--- config.mk ---
export PLATFORM = sky130hd
export DESIGN_NAME = merlin_prefetch_ctrl
export DESIGN_NICKNAME = d
export VERILOG_FILES = /design/src/rtl/merlin_prefetch_ctrl.sv
export SDC_FILE = /design/constraint.sdc
export NUM_CORES = 1
export LEC_CHECK = 0
export ABC_CLOCK_PERIOD_IN_PS = 7700
export BUFFER_PORTS_ARGS = -buffer_cell sky130_fd_sc_hd__buf_2
export CORE_ASPECT_RATIO = 0.5
export CORE_MARGIN = 5
export CORE_UTILIZATION = 54
export CTS_CLUSTER_SIZE = 24
export DETAILED_ROUTE_END_ITERATION = 10
export GPL_TIMING_DRIVEN = 0
export PLACE_DENSITY = 0.85
export SYNTH_ARGS = -nofsm -noshare
export SYNTH_HDL_FRONTEND = slang
export SYNTH_SLANG_ARGS = --single-unit
--- constraint.sdc ---
create_clock -name clk_i -period 7.7 [get_ports clk_i]
set_clock_uncertainty 0.1 [all_clocks]
set_input_delay 1.155 -clock clk_i [delete_from_list [all_inputs] [get_ports clk_i]]
set_output_delay 1.155 -clock clk_i [all_outputs]
set_load 0.02 [all_outputs]
--- src/rtl/merlin_prefetch_ctrl.sv ---
// Instruction prefetch controller: issues word-aligned fetches, writes in-order
// responses into a downstream FIFO and discards responses made stale by a redirect.
module merlin_prefetch_ctrl #(
    parameter int unsigned C_FIFO_DEPTH_X = 2,
    parameter logic [31:0] C_RESET_VECTOR = 32'h0000_0000
) (
    input  logic        clk_i,
    input  logic        reset_i,
    input  logic        fetch_en_i,
    input  logic        pc_load_i,
    input  logic [31:0] pc_load_value_i,
    output logic        ireq_valid_o,
    input  logic        ireq_ready_i,
    output logic [31:0] ireq_addr_o,
    input  logic        iresp_valid_i,
    input  logic [31:0] iresp_rdata_i,
    output logic        fifo_flush_o,
    output logic        fifo_wr_o,
    output logic [63:0] fifo_din_o,
    input  logic        fifo_rd_i
);

    localparam int unsigned W     = C_FIFO_DEPTH_X + 1;
    localparam int unsigned DEPTH = 1 << C_FIFO_DEPTH_X;
    localparam logic [W-1:0] ONE     = W'(1);
    localparam logic [W:0]   DEPTH_V = (W+1)'(DEPTH);

    typedef enum logic [1:0] {
        IDLE  = 2'd0,
        FETCH = 2'd1,
        DRAIN = 2'd2
    } state_e;

    state_e      state_q;
    logic [31:0] req_pc_q;
    logic [31:0] resp_pc_q;
    logic [W-1:0] occupancy_q;
    logic [W-1:0] outstanding_q;
    logic [W-1:0] stale_q;

    logic [W:0]   in_flight;
    logic [W:0]   stale_sum;
    logic [W:0]   stale_sat;
    logic [W-1:0] stale_load;
    logic [31:0]  load_pc;
    logic         resp_stale;
    logic         issue;
    logic         rd_eff;

    assign load_pc   = pc_load_value_i & ~32'h3;
    assign in_flight = {1'b0, occupancy_q} + {1'b0, outstanding_q};

    // Requests are capped so every in-flight response always has a FIFO slot.
    assign ireq_valid_o = (state_q == FETCH) & fetch_en_i & ~pc_load_i & ~reset_i
                        & (in_flight < DEPTH_V);
    assign ireq_addr_o  = {req_pc_q[31:2], 2'b00};
    assign issue        = ireq_valid_o & ireq_ready_i;

    assign resp_stale = (stale_q != '0) | pc_load_i;
    assign fifo_wr_o  = iresp_valid_i & ~resp_stale & ~reset_i;
    assign fifo_din_o = {resp_pc_q, iresp_rdata_i};
    assign fifo_flush_o = pc_load_i | reset_i;
    assign rd_eff     = fifo_rd_i & (occupancy_q != '0);

    // On redirect every outstanding request becomes stale, minus a response
    // consumed in the same cycle; the subtraction saturates at zero.
    assign stale_sum  = {1'b0, stale_q} + {1'b0, outstanding_q};
    assign stale_sat  = (iresp_valid_i && stale_sum != '0) ? stale_sum - (W+1)'(1)
                                                           : stale_sum;
    assign stale_load = stale_sat[W-1:0];

    always_ff @(posedge clk_i) begin
        // NOTE: reset is the first branch so it overrides pc_load_i and all inputs.
        if (reset_i) begin
            state_q       <= IDLE;
            req_pc_q      <= C_RESET_VECTOR;
            resp_pc_q     <= C_RESET_VECTOR;
            occupancy_q   <= '0;
            outstanding_q <= '0;
            stale_q       <= '0;
        end else if (pc_load_i) begin
            req_pc_q      <= load_pc;
            resp_pc_q     <= load_pc;
            occupancy_q   <= '0;
            outstanding_q <= '0;
            stale_q       <= stale_load;
            if (stale_load != '0) state_q <= DRAIN;
            else if (fetch_en_i)  state_q <= FETCH;
            else                  state_q <= IDLE;
        end else begin
            unique case (state_q)
                IDLE:    if (fetch_en_i) state_q <= FETCH;
                FETCH:   if (!fetch_en_i) state_q <= IDLE;
                DRAIN:   if (stale_q == '0) state_q <= fetch_en_i ? FETCH : IDLE;
                default: state_q <= IDLE;
            endcase

            if (issue)     req_pc_q  <= req_pc_q + 32'd4;
            if (fifo_wr_o) resp_pc_q <= resp_pc_q + 32'd4;

            if (iresp_valid_i && stale_q != '0) stale_q <= stale_q - ONE;

            unique case ({fifo_wr_o, rd_eff})
                2'b10:   occupancy_q <= occupancy_q + ONE;
                2'b01:   occupancy_q <= occupancy_q - ONE;
                default: occupancy_q <= occupancy_q;
            endcase

            unique case ({issue, fifo_wr_o})
                2'b10:   outstanding_q <= outstanding_q + ONE;
                2'b01:   outstanding_q <= outstanding_q - ONE;
                default: outstanding_q <= outstanding_q;
            endcase
        end
    end

endmodule

-- Word-level counts from Yosys, hierarchy flattened
Index checks and enable logic that the tools add are counted.
- add/subtract/negate cells: 10
- multipliers: 0
- divide/modulo/power cells: 0
- $lt $le $gt $ge: 1
- equality and inequality tests: 9
- shift-type cells: 0
- mux-type cells: 16
- bitwise operators: 13
- reductions and logical operators: 15
- operator list (cell ; count):
    two-way mux 32 bit ; 4
    adder 32 x 3 -> 32 bit, second input constant ; 2
    one-hot mux 3 bit (2 select lines) ; 2
    subtractor 3 x 1 -> 3 bit, second input constant ; 4
    two-way mux 2 bit ; 5
    nonzero test 2 bit ; 5
    two-way mux 3 bit ; 3
    != test 3 bit, second input constant ; 3
    nonzero test 3 bit ; 3
    adder 3 x 3 -> 4 bit ; 2
    AND 1 bit ; 8
    adder 3 x 1 -> 3 bit, second input constant ; 2
    equality test 2 x 1 -> 1 bit, second input constant ; 3
    equality test 2 bit, second input constant ; 3
    one-hot mux 2 bit (3 select lines) ; 1
    < comparator 4 x 3 -> 1 bit, second input constant ; 1
    nonzero test 4 bit ; 1
    logical NOT 3 bit ; 1
    inverter 1 bit ; 3
    AND reduction 3 bit ; 1
    logical AND 1 bit ; 2
    logical NOT 2 bit ; 1
    bitwise OR 1 bit ; 2
    OR reduction 2 bit ; 1
    two-way mux 1 bit ; 1
- register bits: 75
- latch bits: 0
- memory bits (writable): 0
- bits in read-only memories: 0
- output and inout bits: 99
- logic and storage cells: 72
- memories: 0

-- Longest topological paths before layout
- depth after elaboration: 8
- gate-level depth with buffers: 13

-- Worst setup path before layout
Ideal clock, no wire load.
- kind: in2reg
- start point: input port iresp_valid_i
- end point: register outstanding_q[2]
- setup time: 0.077 ns
- arrival: 3.307 ns
- required time: 7.523 ns
- slack: 4.216 ns
- cell stages on the path: 12
- cells stage by stage: buf_2 -> and3b_1 -> clkbuf_1 -> buf_2 -> nand2_1 -> inv_1 -> ha_1 -> inv_1 -> fa_1 -> xor2_1 -> or3_1 -> a21oi_1
- longest elaborated chain between the ends: 4
- elaborated cells on any way between the ends: 6
- those cells by class: 2 x eq/ne; 1 x mux; 2 x bitwise; 1 x reduce/logical
- ends and longest elaborated chain (item ; line ; text):
    start: declaration ; 15 ; input logic iresp_valid_i,
    AND 1 bit (*) (2 in series) ; 60 ; assign fifo_wr_o = iresp_valid_i & ~resp_stale & ~reset_i;
    net fifo_wr_o ; 18 ; output logic fifo_wr_o,
    equality test 2 x 1 -> 1 bit or equality test 2 bit (tied branches) ; 109 ; unique case ({issue, fifo_wr_o})
    one-hot mux 3 bit (2 select lines) or nonzero test 2 bit (tied branches) ; n/a ;
    end signal: assignment ; 110 ; 2'b10: outstanding_q <= outstanding_q + ONE;
    end signal: assignment ; 111 ; 2'b01: outstanding_q <= outstanding_q - ONE;
    end signal: assignment ; 112 ; default: outstanding_q <= outstanding_q;
    end: declaration ; 38 ; logic [W-1:0] outstanding_q;
Mark *: on every way through the listed nets, which the timed path passes. The rest lies on a longest branch.
A chain may end at the register's enable or synchronous reset.

-- Worst setup path after layout
- start point: input port pc_load_i
- end point: register outstanding_q[2]
- longest elaborated chain between the ends: 7
- elaborated cells on any way between the ends: 14
- those cells by class: 2 x eq/ne; 1 x mux; 9 x bitwise; 2 x reduce/logical
- ends and longest elaborated chain (item ; line ; text):
    start: declaration ; 10 ; input logic pc_load_i,
    inverter 1 bit ; 54 ; assign ireq_valid_o = (state_q == FETCH) & fetch_en_i & ~pc_load_i & ~reset_i
    AND 1 bit (2 in series) ; 54 ;
    AND 1 bit ; 55 ; & (in_flight < DEPTH_V);
    AND 1 bit ; 57 ; assign issue = ireq_valid_o & ireq_ready_i;
    equality test 2 x 1 -> 1 bit or equality test 2 bit (tied branches) ; 109 ;
    one-hot mux 3 bit (2 select lines) or nonzero test 2 bit (tied branches) ; n/a ;
Several ways; a longest one is shown, not always the timed one.

==> impl_metrics.json <==
{
  "outcome": "finished, final reports clean",
  "wl_mm": 14.9,
  "grt_usage_pct": 27.4,
  "netlist.top_cell.by_area": "dfxtp_1",
  "synth_edf_count": 0,
  "cts_root_buffer": "clkbuf_16",
  "vias": 5011,
  "critPathMaxFanout": 10,
  "io_buffers": 128,
  "cap_violations": 0,
  "async_flop_share_pct": 0,
  "cts_resized": 0,
  "synth_area_um2": 4590,
  "grt_max_degree": 12,
  "layout-drive-gt1-share_pct": 29.1,
  "power.density_nw_per_um2": 194,
  "grt_overflow": 0,
  "tightest_slew_ns": 0.690,
  "synthFlopType": "dfxtp_1",
  "grt_pass1_wl_mm": 22.8,
  "cp_data_arrival_time_ns": 4.01,
  "min_period_over_period_pct": 49.9,
  "worstHoldPathType": "register to register",
  "crit_required_ns": 7.86,
  "grt_pass1_vias": 4527,
  "cts_tree": "done",
  "die_w_um": 140,
  "synthDistinctLibCells": 63,
  "hold_buffers": 0,
  "rsz0062_at_grt": "no",
  "firstDrtPassIters": 6,
  "drt-initial-drc-count": 562,
  "synth-seq-area-share_pct": 30.9,
  "synthTopCellsByArea": "dfxtp_1 (31%), buf_4 (5.9%), xnor2_1 (4.8%)",
  "synth_top_area_share_pct": 30.9,
  "synth-seq-cells": 71,
  "ys_warn_count": 0,
  "setup.worst_path.end_class": "register",
  "fp-row-count": 23,
  "worst_skew_pair.late_latency_ns": 0.34,
  "clock_tree.buffer_depth": 2,
  "worst_ir_drop_vdd_mv": 0.139,
  "die_h_um": 75.2,
  "area_delta_synth_final_pct": 24.3,
  "synthCells": 571,
  "tns_ns": 0,
  "nets": 799,
  "drc": 0,
  "fmax_mhz": 260,
  "clock_sinks": 71,
  "ios": 170,
  "relSlewSlack_pct": 54.0,
  "coreArea_um2": 8140,
  "hold_ws_ns": 0.418,
  "start_util_pct": 56.4,
  "p_leak_uw": 0.00236,
  "path_clk_slew_ns": 0.05,
  "path_class": "input port to register",
  "wire_per_inst_um": 18.0,
  "numCtsBuffers": 9,
  "slew_viol_final": 0,
  "ant_nets": 0,
  "antennaDiodeCount": 0,
  "dieArea_um2": 10600,
  "post-cts-setup-buffer-count": 0,
  "antenna_found_initial": 0,
  "gp_congestion": 0.928,
  "dp_hpwl_mm": 11.2,
  "syn_avg_cell_area_um2": 8.05,
  "fin_crit_ns": 3.85,
  "vias_per_cell": 6.04,
  "startpoint_type": "input port",
  "setup_viol": 0,
  "htree_levels": 3,
  "final-hold-violation-count": 0
}
[cell usage after synthesis, types with 4 or more instances]
master	instances
xnor2_1	25
mux2_2	4
dfxtp_1	71
nand3_1	19
a21boi_0	6
ha_1	12
or4_1	9
clkbuf_1	22
nor4_1	8
nor3_1	9
a21oi_1	35
nand2_1	51
xor2_1	12
buf_4	36
and3_1	13
o21ai_0	18
and4_1	8
buf_2	11
nor4_2	4
nand4_1	18
inv_1	20
o311ai_0	6
a211oi_1	19
nor2_1	42
a311oi_1	4
or3_1	6
a31oi_1	21
nand3b_1	4
nor2b_1	4
[state kept, by name, summed over array words and instances, names as in the netlist]
register and cells:
req_pc_q 30, resp_pc_q 30, outstanding_q 3, state_q 2
occupancy_q 3, stale_q 3
[cells in the final DEF (no fill, tap or decap), drive strengths merged, types with 3 or more instances in the layout]
cell type,netlist,final
conb,1,4
nand3b,4,4
a21boi,7,7
fa,3,3
nor4,12,12
and4,8,8
a21oi,36,36
o311ai,6,6
mux2,4,4
nand4,19,19
inv,22,22
nor3,9,9
o21a,3,3
nand2b,3,3
o211ai,3,3
dfxtp,71,71
xnor2,25,25
xor2,12,12
or3,7,7
nor2,42,42
ha,12,12
or4,10,10
a311oi,4,4
a211oi,19,19
nand3,22,22
buf,49,177
a31oi,21,21
and3,13,13
clkbuf,22,35
nor2b,4,4
nand2,51,51
o21ai,18,18
[worst paths after layout]
check	startpoint	depth (start not counted)	slack (ns)	endpoint
max	pc_load_i	12	3.85	outstanding_q[2]
min	outstanding_q[2]	2	0.42	outstanding_q[2]
max reg2reg	outstanding_q[1]	12	4.28	outstanding_q[2]
min reg2reg	outstanding_q[2]	2	0.42	outstanding_q[2]
[critical path: stages]
cell and delay [ns]:
buf_2 0.25, a311oi_1 0.09, and4_1 0.31, inv_2 0.16
buf_6 0.16, clkbuf_1 0.52, ha_1 0.31, inv_1 0.07
fa_1 0.37, xor2_1 0.16, or3_1 0.31, a21oi_1 0.14
[cell type report]
class	instances	area, µm²
Sequential cell	71	1420
Timing Repair Buffer	128	641
Inverter	23	86.3
Clock buffer	13	260
Multi-Input combinational cell	409	2670
Clock inverter	3	65.1
Fill cell	673	2430
Tap cell	112	140
Buffer	71	430
[per-stage QoR]
stage | setup slack (ns) | cells | power [µW] | util (%) | cell area, µm²
floorplan | 4.22 | 574 | 571 | - | 4610
CTS | 3.95 | 830 | 1110 | 70.1 | 5710
global placement | 3.62 | 814 | 639 | 66.1 | 5390
detailed placement | 3.60 | 814 | 645 | 66.1 | 5390
global route | 3.69 | 830 | 1150 | 70.1 | 5710
finish | 3.85 | 830 | 1110 | 70.1 | 5710
[where the power goes]
| part | internal, µW | switching, µW | total, µW |
|---|---|---|---|
| Clock | 301 | 163 | 464 |
| Combinational | 85.6 | 135 | 220 |
| Sequential | 392 | 31.1 | 423 |
| Total | 779 | 329 | 1110 |
[metal layers]
| metal | wire length [µm] | global-route usage [%] | vias up |
|---|---|---|---|
| met5 | 0 | 0 | - |
| met3 | 1840 | 9.07 | 32 |
| met4 | 241 | 7.52 | 0 |
| met1 | 6050 | 34.5 | 2332 |
| li1 | - | - | 2326 |
| met2 | 6810 | 46.1 | 321 |
[cells by family (layout without fill, tap and decap cells)]
group                      Yosys count  count (layout)  share of synthesized area (%)
adders and majority gates           16              16                           4.79
xor gates and xnor gates            37              37                           7.05
AOI/OAI and AO/OA                  135             135                           19.2
DFF                                 71              71                           30.9
and+or+nand+nor                    212             212                           25.5
other                                1               4                         0.0816
buffers and inverters               94             238                           11.2
muxes                                5               5                           1.20
Power figures use the tool's default switching activity.
